`config.mk`:
```
export PLATFORM = sky130hd
export DESIGN_NAME = fft_result_unloader_flat
export DESIGN_NICKNAME = d
export VERILOG_FILES = /design/src/rtl/fft_result_unloader_if.sv /design/src/rtl/fft_result_unloader.sv /design/src/flat_wrapper.sv
export SDC_FILE = /design/constraint.sdc
export NUM_CORES = 1
export LEC_CHECK = 0
export CORE_ASPECT_RATIO = 1.4
export CORE_MARGIN = 1.5
export CORE_UTILIZATION = 51
export DETAILED_ROUTE_END_ITERATION = 10
export HOLD_SLACK_MARGIN = 0.15
export PLACE_DENSITY = 0.89
export SLEW_MARGIN = 20
export SYNTH_ARGS = -nofsm -noshare
export SYNTH_HDL_FRONTEND = slang
export SYNTH_SLANG_ARGS = --single-unit
export TNS_END_PERCENT = 1
```
`constraint.sdc`:
```
create_clock -name clock -period 25.4 [get_ports clock]
set_input_delay 2.54 -clock clock [delete_from_list [all_inputs] [get_ports clock]]
set_output_delay 2.54 -clock clock [all_outputs]
set_load 0.01 [all_outputs]
```
`src/rtl/fft_result_unloader_if.sv`:
```
// Result stream from the FFT unloader.
// Carries one complex bin and its index per valid/ready handshake.
interface fft_result_unloader_if #(
    parameter int WIDTH = 16
);
    logic             out_valid;
    logic             out_ready;
    logic [WIDTH-1:0] out_re;
    logic [WIDTH-1:0] out_im;
    logic [3:0]       out_index;
    logic             out_last;

    modport master (
        output out_valid,
        output out_re,
        output out_im,
        output out_index,
        output out_last,
        input  out_ready
    );

    modport slave (
        input  out_valid,
        input  out_re,
        input  out_im,
        input  out_index,
        input  out_last,
        output out_ready
    );
endinterface

```
`src/rtl/fft_result_unloader.sv`:
```
// Waits out the FFT latency, snapshots all 16 bins in one cycle,
// then streams them in index order over a valid/ready port.
module fft_result_unloader #(
    parameter int LATENCY = 64,
    parameter int WIDTH   = 16
) (
    input  logic                  clock,
    input  logic                  reset,
    input  logic                  start,
    input  logic [16*WIDTH-1:0]   xin,
    input  logic [16*WIDTH-1:0]   yin,
    fft_result_unloader_if.master dn,
    output logic                  busy,
    output logic                  frame_done,
    output logic                  overrun
);
    typedef enum logic [1:0] {
        IDLE,
        WAIT,
        STREAM
    } state_t;

    state_t              state_q, state_d;
    logic [7:0]          cnt_q, cnt_d;
    logic [3:0]          idx_q, idx_d;
    logic [16*WIDTH-1:0] fre_q, fre_d;
    logic [16*WIDTH-1:0] fim_q, fim_d;

    logic                valid_q, valid_d;
    logic [WIDTH-1:0]    re_q, re_d;
    logic [WIDTH-1:0]    im_q, im_d;
    logic [3:0]          index_q, index_d;
    logic                last_q, last_d;
    logic                busy_q, busy_d;
    logic                done_q, done_d;
    logic                ovr_q, ovr_d;

    logic hs;
    logic cap;

    assign hs  = (state_q == STREAM) && valid_q && dn.out_ready;
    assign cap = (state_q == WAIT) && (cnt_q == 8'd0);

    always_ff @(posedge clock or posedge reset) begin
        if (reset) begin
            state_q <= IDLE;
            cnt_q   <= '0;
            idx_q   <= '0;
            fre_q   <= '0;
            fim_q   <= '0;
            valid_q <= 1'b0;
            re_q    <= '0;
            im_q    <= '0;
            index_q <= '0;
            last_q  <= 1'b0;
            busy_q  <= 1'b0;
            done_q  <= 1'b0;
            ovr_q   <= 1'b0;
        end else begin
            state_q <= state_d;
            cnt_q   <= cnt_d;
            idx_q   <= idx_d;
            fre_q   <= fre_d;
            fim_q   <= fim_d;
            valid_q <= valid_d;
            re_q    <= re_d;
            im_q    <= im_d;
            index_q <= index_d;
            last_q  <= last_d;
            busy_q  <= busy_d;
            done_q  <= done_d;
            ovr_q   <= ovr_d;
        end
    end

    always_comb begin
        state_d = state_q;
        unique case (state_q)
            IDLE:    if (start) state_d = WAIT;
            WAIT:    if (cnt_q == 8'd0) state_d = STREAM;
            STREAM:  if (hs && idx_q == 4'd15) state_d = IDLE;
            default: state_d = IDLE;
        endcase
    end

    always_comb begin
        cnt_d = cnt_q;
        idx_d = idx_q;
        fre_d = fre_q;
        fim_d = fim_q;
        if (state_q == IDLE && start) begin
            cnt_d = 8'(LATENCY - 1);
        end else if (state_q == WAIT && cnt_q != 8'd0) begin
            cnt_d = cnt_q - 8'd1;
        end
        if (cap) begin
            fre_d = xin;
            fim_d = yin;
            idx_d = 4'd0;
        end else if (hs && idx_q != 4'd15) begin
            idx_d = idx_q + 4'd1;
        end
    end

    // Outputs are precomputed from next state so every output is a flop.
    always_comb begin
        valid_d = (state_d == STREAM);
        busy_d  = (state_d != IDLE);
        done_d  = hs && (idx_q == 4'd15);
        ovr_d   = ovr_q | (start && state_q != IDLE);
        re_d    = re_q;
        im_d    = im_q;
        index_d = index_q;
        last_d  = 1'b0;
        if (state_d == STREAM) begin
            re_d    = fre_d[WIDTH*idx_d +: WIDTH];
            im_d    = fim_d[WIDTH*idx_d +: WIDTH];
            index_d = idx_d;
            last_d  = (idx_d == 4'd15);
        end
    end

    assign dn.out_valid = valid_q;
    assign dn.out_re    = re_q;
    assign dn.out_im    = im_q;
    assign dn.out_index = index_q;
    assign dn.out_last  = last_q;
    assign busy         = busy_q;
    assign frame_done   = done_q;
    assign overrun      = ovr_q;
endmodule
```
`src/flat_wrapper.sv`:
```
// flat-port wrapper written by rule: the top's interface ports become plain ports
module fft_result_unloader_flat 
#(
    parameter int LATENCY = 64,
    parameter int WIDTH   = 16
)
  (clock, reset, start, xin, yin, busy, frame_done, overrun, dn_out_valid, dn_out_re, dn_out_im, dn_out_index, dn_out_last, dn_out_ready);
  fft_result_unloader_if #(.WIDTH(WIDTH)) dn_i ();
  input  logic clock;
  input  logic reset;
  input  logic start;
  input  logic [16*WIDTH-1:0] xin;
  input  logic [16*WIDTH-1:0] yin;
  output logic busy;
  output logic frame_done;
  output logic overrun;
  output wire logic [$bits(dn_i.out_valid)-1:0] dn_out_valid;
  output wire logic [$bits(dn_i.out_re)-1:0] dn_out_re;
  output wire logic [$bits(dn_i.out_im)-1:0] dn_out_im;
  output wire logic [$bits(dn_i.out_index)-1:0] dn_out_index;
  output wire logic [$bits(dn_i.out_last)-1:0] dn_out_last;
  input wire logic [$bits(dn_i.out_ready)-1:0] dn_out_ready;
  assign dn_out_valid = dn_i.out_valid;
  assign dn_out_re = dn_i.out_re;
  assign dn_out_im = dn_i.out_im;
  assign dn_out_index = dn_i.out_index;
  assign dn_out_last = dn_i.out_last;
  assign dn_i.out_ready = dn_out_ready;
  fft_result_unloader #(.LATENCY(LATENCY), .WIDTH(WIDTH)) u_core (.clock(clock), .reset(reset), .start(start), .xin(xin), .yin(yin), .dn(dn_i), .busy(busy), .frame_done(frame_done), .overrun(overrun));
endmodule
```
==> results by group <==
Routing
  • DRT Pass-1 Iters: 6
  • Vias per inst: 5.66
  • Wire per inst: 22.1 µm
  • Residual DRC count: 0
  • DRT Wirelength: 88.5 mm
  • Post-DRT Antenna Nets: 0
  • Vias: 22700
  • DRT iter0 DRCs: 1954

Final layout
  • Nets: 3805
  • Most common cell after layout, fill and taps aside: nand2_1
  • Most frequent cells in the layout: nand2_1 (1309), dfrtp_1 (567), clkdlybuf4s50_1 (556)
  • Area grow syn2layout: 29.9%
  • Layout cell share with drive strength beyond 1: 8.58%

Yosys
  • Synthesized area per cell: 9.13 µm²
  • Syn. warnings: 0
  • Post-synth EDFFs: 0
  • Register area share after synthesis: 54.9%
  • Ys async rst share: 100%
  • Post-synth cell types: 64
  • Mapped Cells: 2828
  • Ys flop type: dfrtp_1
  • Number of synthesized register bits: 567
  • Synth Net Count: 3346
  • Post-Syn Area: 25800 µm²

Outcome
  • Outcome: finished clean

Worst setup path
  • Reg2reg setup slack: 20.37 ns
  • Most used cell, CP: buf_4
  • Req. time, crit path: 25.90 ns
  • Worst path top cell family by delay: buffers and inverters
  • Reg2reg start: u_core.cnt_q[5]
  • CP arrival: 6.26 ns
  • CP cell instances: clkdlybuf4s50_1, and4b_1, a21boi_1, o21ai_4, buf_4, buf_4, mux2_2, nor3_1, a2111oi_0, a32o_1
  • CP Capture Type: flop
  • Reg2Reg Capture Point: u_core.dn.out_im[8]
  • Buffers plus inverters on the worst setup path: 3
  • Reg2Reg Depth: 9
  • Max stage delay on crit path: 0.59 ns
  • Crit Path Max Fanout: 51
  • Critical path launch point: dn_out_ready
  • Worst setup SP type: input pin
  • WS Path Type: in2reg
  • Slowest cell on the critical path: o21ai_4

Hold path
  • Hold Path Class: reg2reg
  • Worst hold start: u_core.fim_q[99]
  • Min-Delay Endpoint: u_core.fim_q[99]
  • Cells on Worst Hold Path: 2

Power and ir drop
  • PD cells: 62.0 nW/µm²
  • Final Power: 2.08 mW
  • Worst IR Drop VDD: 65.2 µV
  • Leak: 14.6 nW

Floorplanning
  • Die area: 52000 µm²
  • Core area: 50000 µm²
  • I/O pins: 557
  • Initial core utilization: 51.7%
  • Die X: 193 µm
  • Die height: 269 µm
  • Num rows: 97

STA
  • Final hold vios: 0
  • RSZ-0062 raised after global routing: false
  • Hold Slack: 0.470 ns
  • Slew Limit Fails: 0
  • Setup TNS: 0 ns
  • Fmax: 173 MHz
  • Worst-margin pin slew: 1.18 ns
  • Final Cycle Share: 22.7%
  • Tmin final: 5.77 ns
  • Setup Viol. Count Final: 0
  • Slew Limit Headroom: 20.7%
  • Final setup skew: 0.0203 ns

Placed design
  • Number of port buffers: 556
  • Placer congestion estimate: 0.890
  • Detailed placement HPWL: 60.5 mm

GRT
  • Antenna violations before repair: 34
  • First-pass GRT wire length: 134 mm
  • Pin count of the biggest net entering global routing: 202
  • Number of global-route vias before repair: 23200
  • Total grt overflow: 0
  • GRT Overall Usage: 33.4%

Flow run
  • Max-cap violations: 0

Clock tree
  • Worst-Skew Late Latency: 0.61 ns
  • Cts hold-fix bufs: 0
  • Post-CTS Setup Inserts: 0
  • Max Root-Sink Buffers: 3
  • CTS Sinks: 567
  • Root Buffer Master: clkbuf_16
  • # H-tree levels: 2
  • PostCTS Resize Cnt: 0
  • Clk slew on worst S/H paths: 0.07 ns
  • CTS buffer count: 55
  • TritonCTS clock tree: built
[cell usage after synthesis, types with 6 or more instances]
cell type	count	share of area [%]
a21oi_1	34	0.66
buf_4	9	0.26
mux2i_1	119	4.6
a2111oi_0	14	0.47
o21a_1	13	0.38
mux2_4	10	0.58
buf_6	9	0.39
o22ai_1	56	1.4
nor2_1	114	1.7
nand2b_1	8	0.19
mux2_2	108	4.7
nand3_1	8	0.16
clkbuf_1	107	1.6
a31oi_1	8	0.19
buf_2	55	1.1
a22oi_1	11	0.32
inv_1	11	0.16
nand2_1	1311	19
dfrtp_1	567	55
o21ai_0	107	2.1
o221ai_1	23	0.78
nor3_1	19	0.37
mux4_2	6	0.52
o221a_2	10	0.44
[worst min-delay path: cells and delay by family, from the launching register on]
kind	cells	cell delay, ns
and+or+nand+nor	2	0.11
DFF	1	0.33
[where the power goes]
part	switching, mW	leakage (nW)	internal (mW)
registers	0.0457	5.41	0.975
logic	0.102	8.26	0.130
clock network	0.370	0.885	0.458
[cells by family (layout without fill, tap and decap cells)]
group / after synthesis / in the layout / synth area share (%)
other: 0 / 29 / 0
AND/OR/NAND/NOR: 1484 / 1484 / 22.3
XOR/XNOR: 7 / 7 / 0.237
multiplexers: 243 / 243 / 10.4
flip-flops: 567 / 567 / 54.9
buffers and inverters: 199 / 703 / 3.55
AO/OA/AOI/OAI: 326 / 326 / 8.51
adder cells (fa/ha/maj): 2 / 2 / 0.0969
[cell type report]
| cell class | instances | area [µm²] |
|---|---|---|
| clock buffers | 72 | 1530 |
| well taps | 643 | 805 |
| diodes | 29 | 72.6 |
| clock inverters | 30 | 268 |
| multi-input cells | 2062 | 10800 |
| inverters | 14 | 62.6 |
| flip-flops and latches | 567 | 14200 |
| fillers | 3733 | 16400 |
| repair buffers | 587 | 5840 |
[stage by stage]
step / instances / area [µm²] / worst slack (ns) / utilization [%]
final: 4004 / 33600 / 19.63 / 67.1
after global routing: 4002 / 33600 / 19.44 / 67.1
after CTS: 3974 / 33500 / 19.63 / 66.9
after detailed placement: 3872 / 31700 / 18.99 / 63.3
after global placement: 3872 / 31700 / 19.06 / 63.3
after floorplan: 2828 / 25800 / 7.00 / -
[worst max path at each step]
stage / slack [ns] / endpoint / cells past startpoint
floorplan: 7.00 / u_core.busy / 1
global placement: 19.06 / u_core.dn.out_im[8] / 9
detailed placement: 18.99 / u_core.dn.out_im[8] / 9
CTS: 19.63 / u_core.dn.out_im[8] / 9
global route: 19.44 / u_core.dn.out_im[11] / 10
finish: 19.63 / u_core.dn.out_im[11] / 10
[layer usage]
metal | global-route usage (%) | vias up | wire length (µm)
li1 | - | 10200 | -
met1 | 38.8 | 10900 | 32000
met2 | 55.2 | 1189 | 43000
met3 | 6.38 | 322 | 6630
met4 | 24.5 | 10 | 6840
met5 | 0 | - | 70
[registers in the layout, summed over array words and instances, names as in the netlist]
signal and count:
u_core.overrun 1, u_core.idx_q 4, u_core.state_q 2, u_core.busy 1
u_core.dn.out_im 16, u_core.fim_q 256, u_core.dn.out_re 16, u_core.dn.out_valid 1
u_core.dn.out_last 1, u_core.cnt_q 8, u_core.frame_done 1, u_core.dn.out_index 4
u_core.fre_q 256
(Power assumes the default switching activity.)
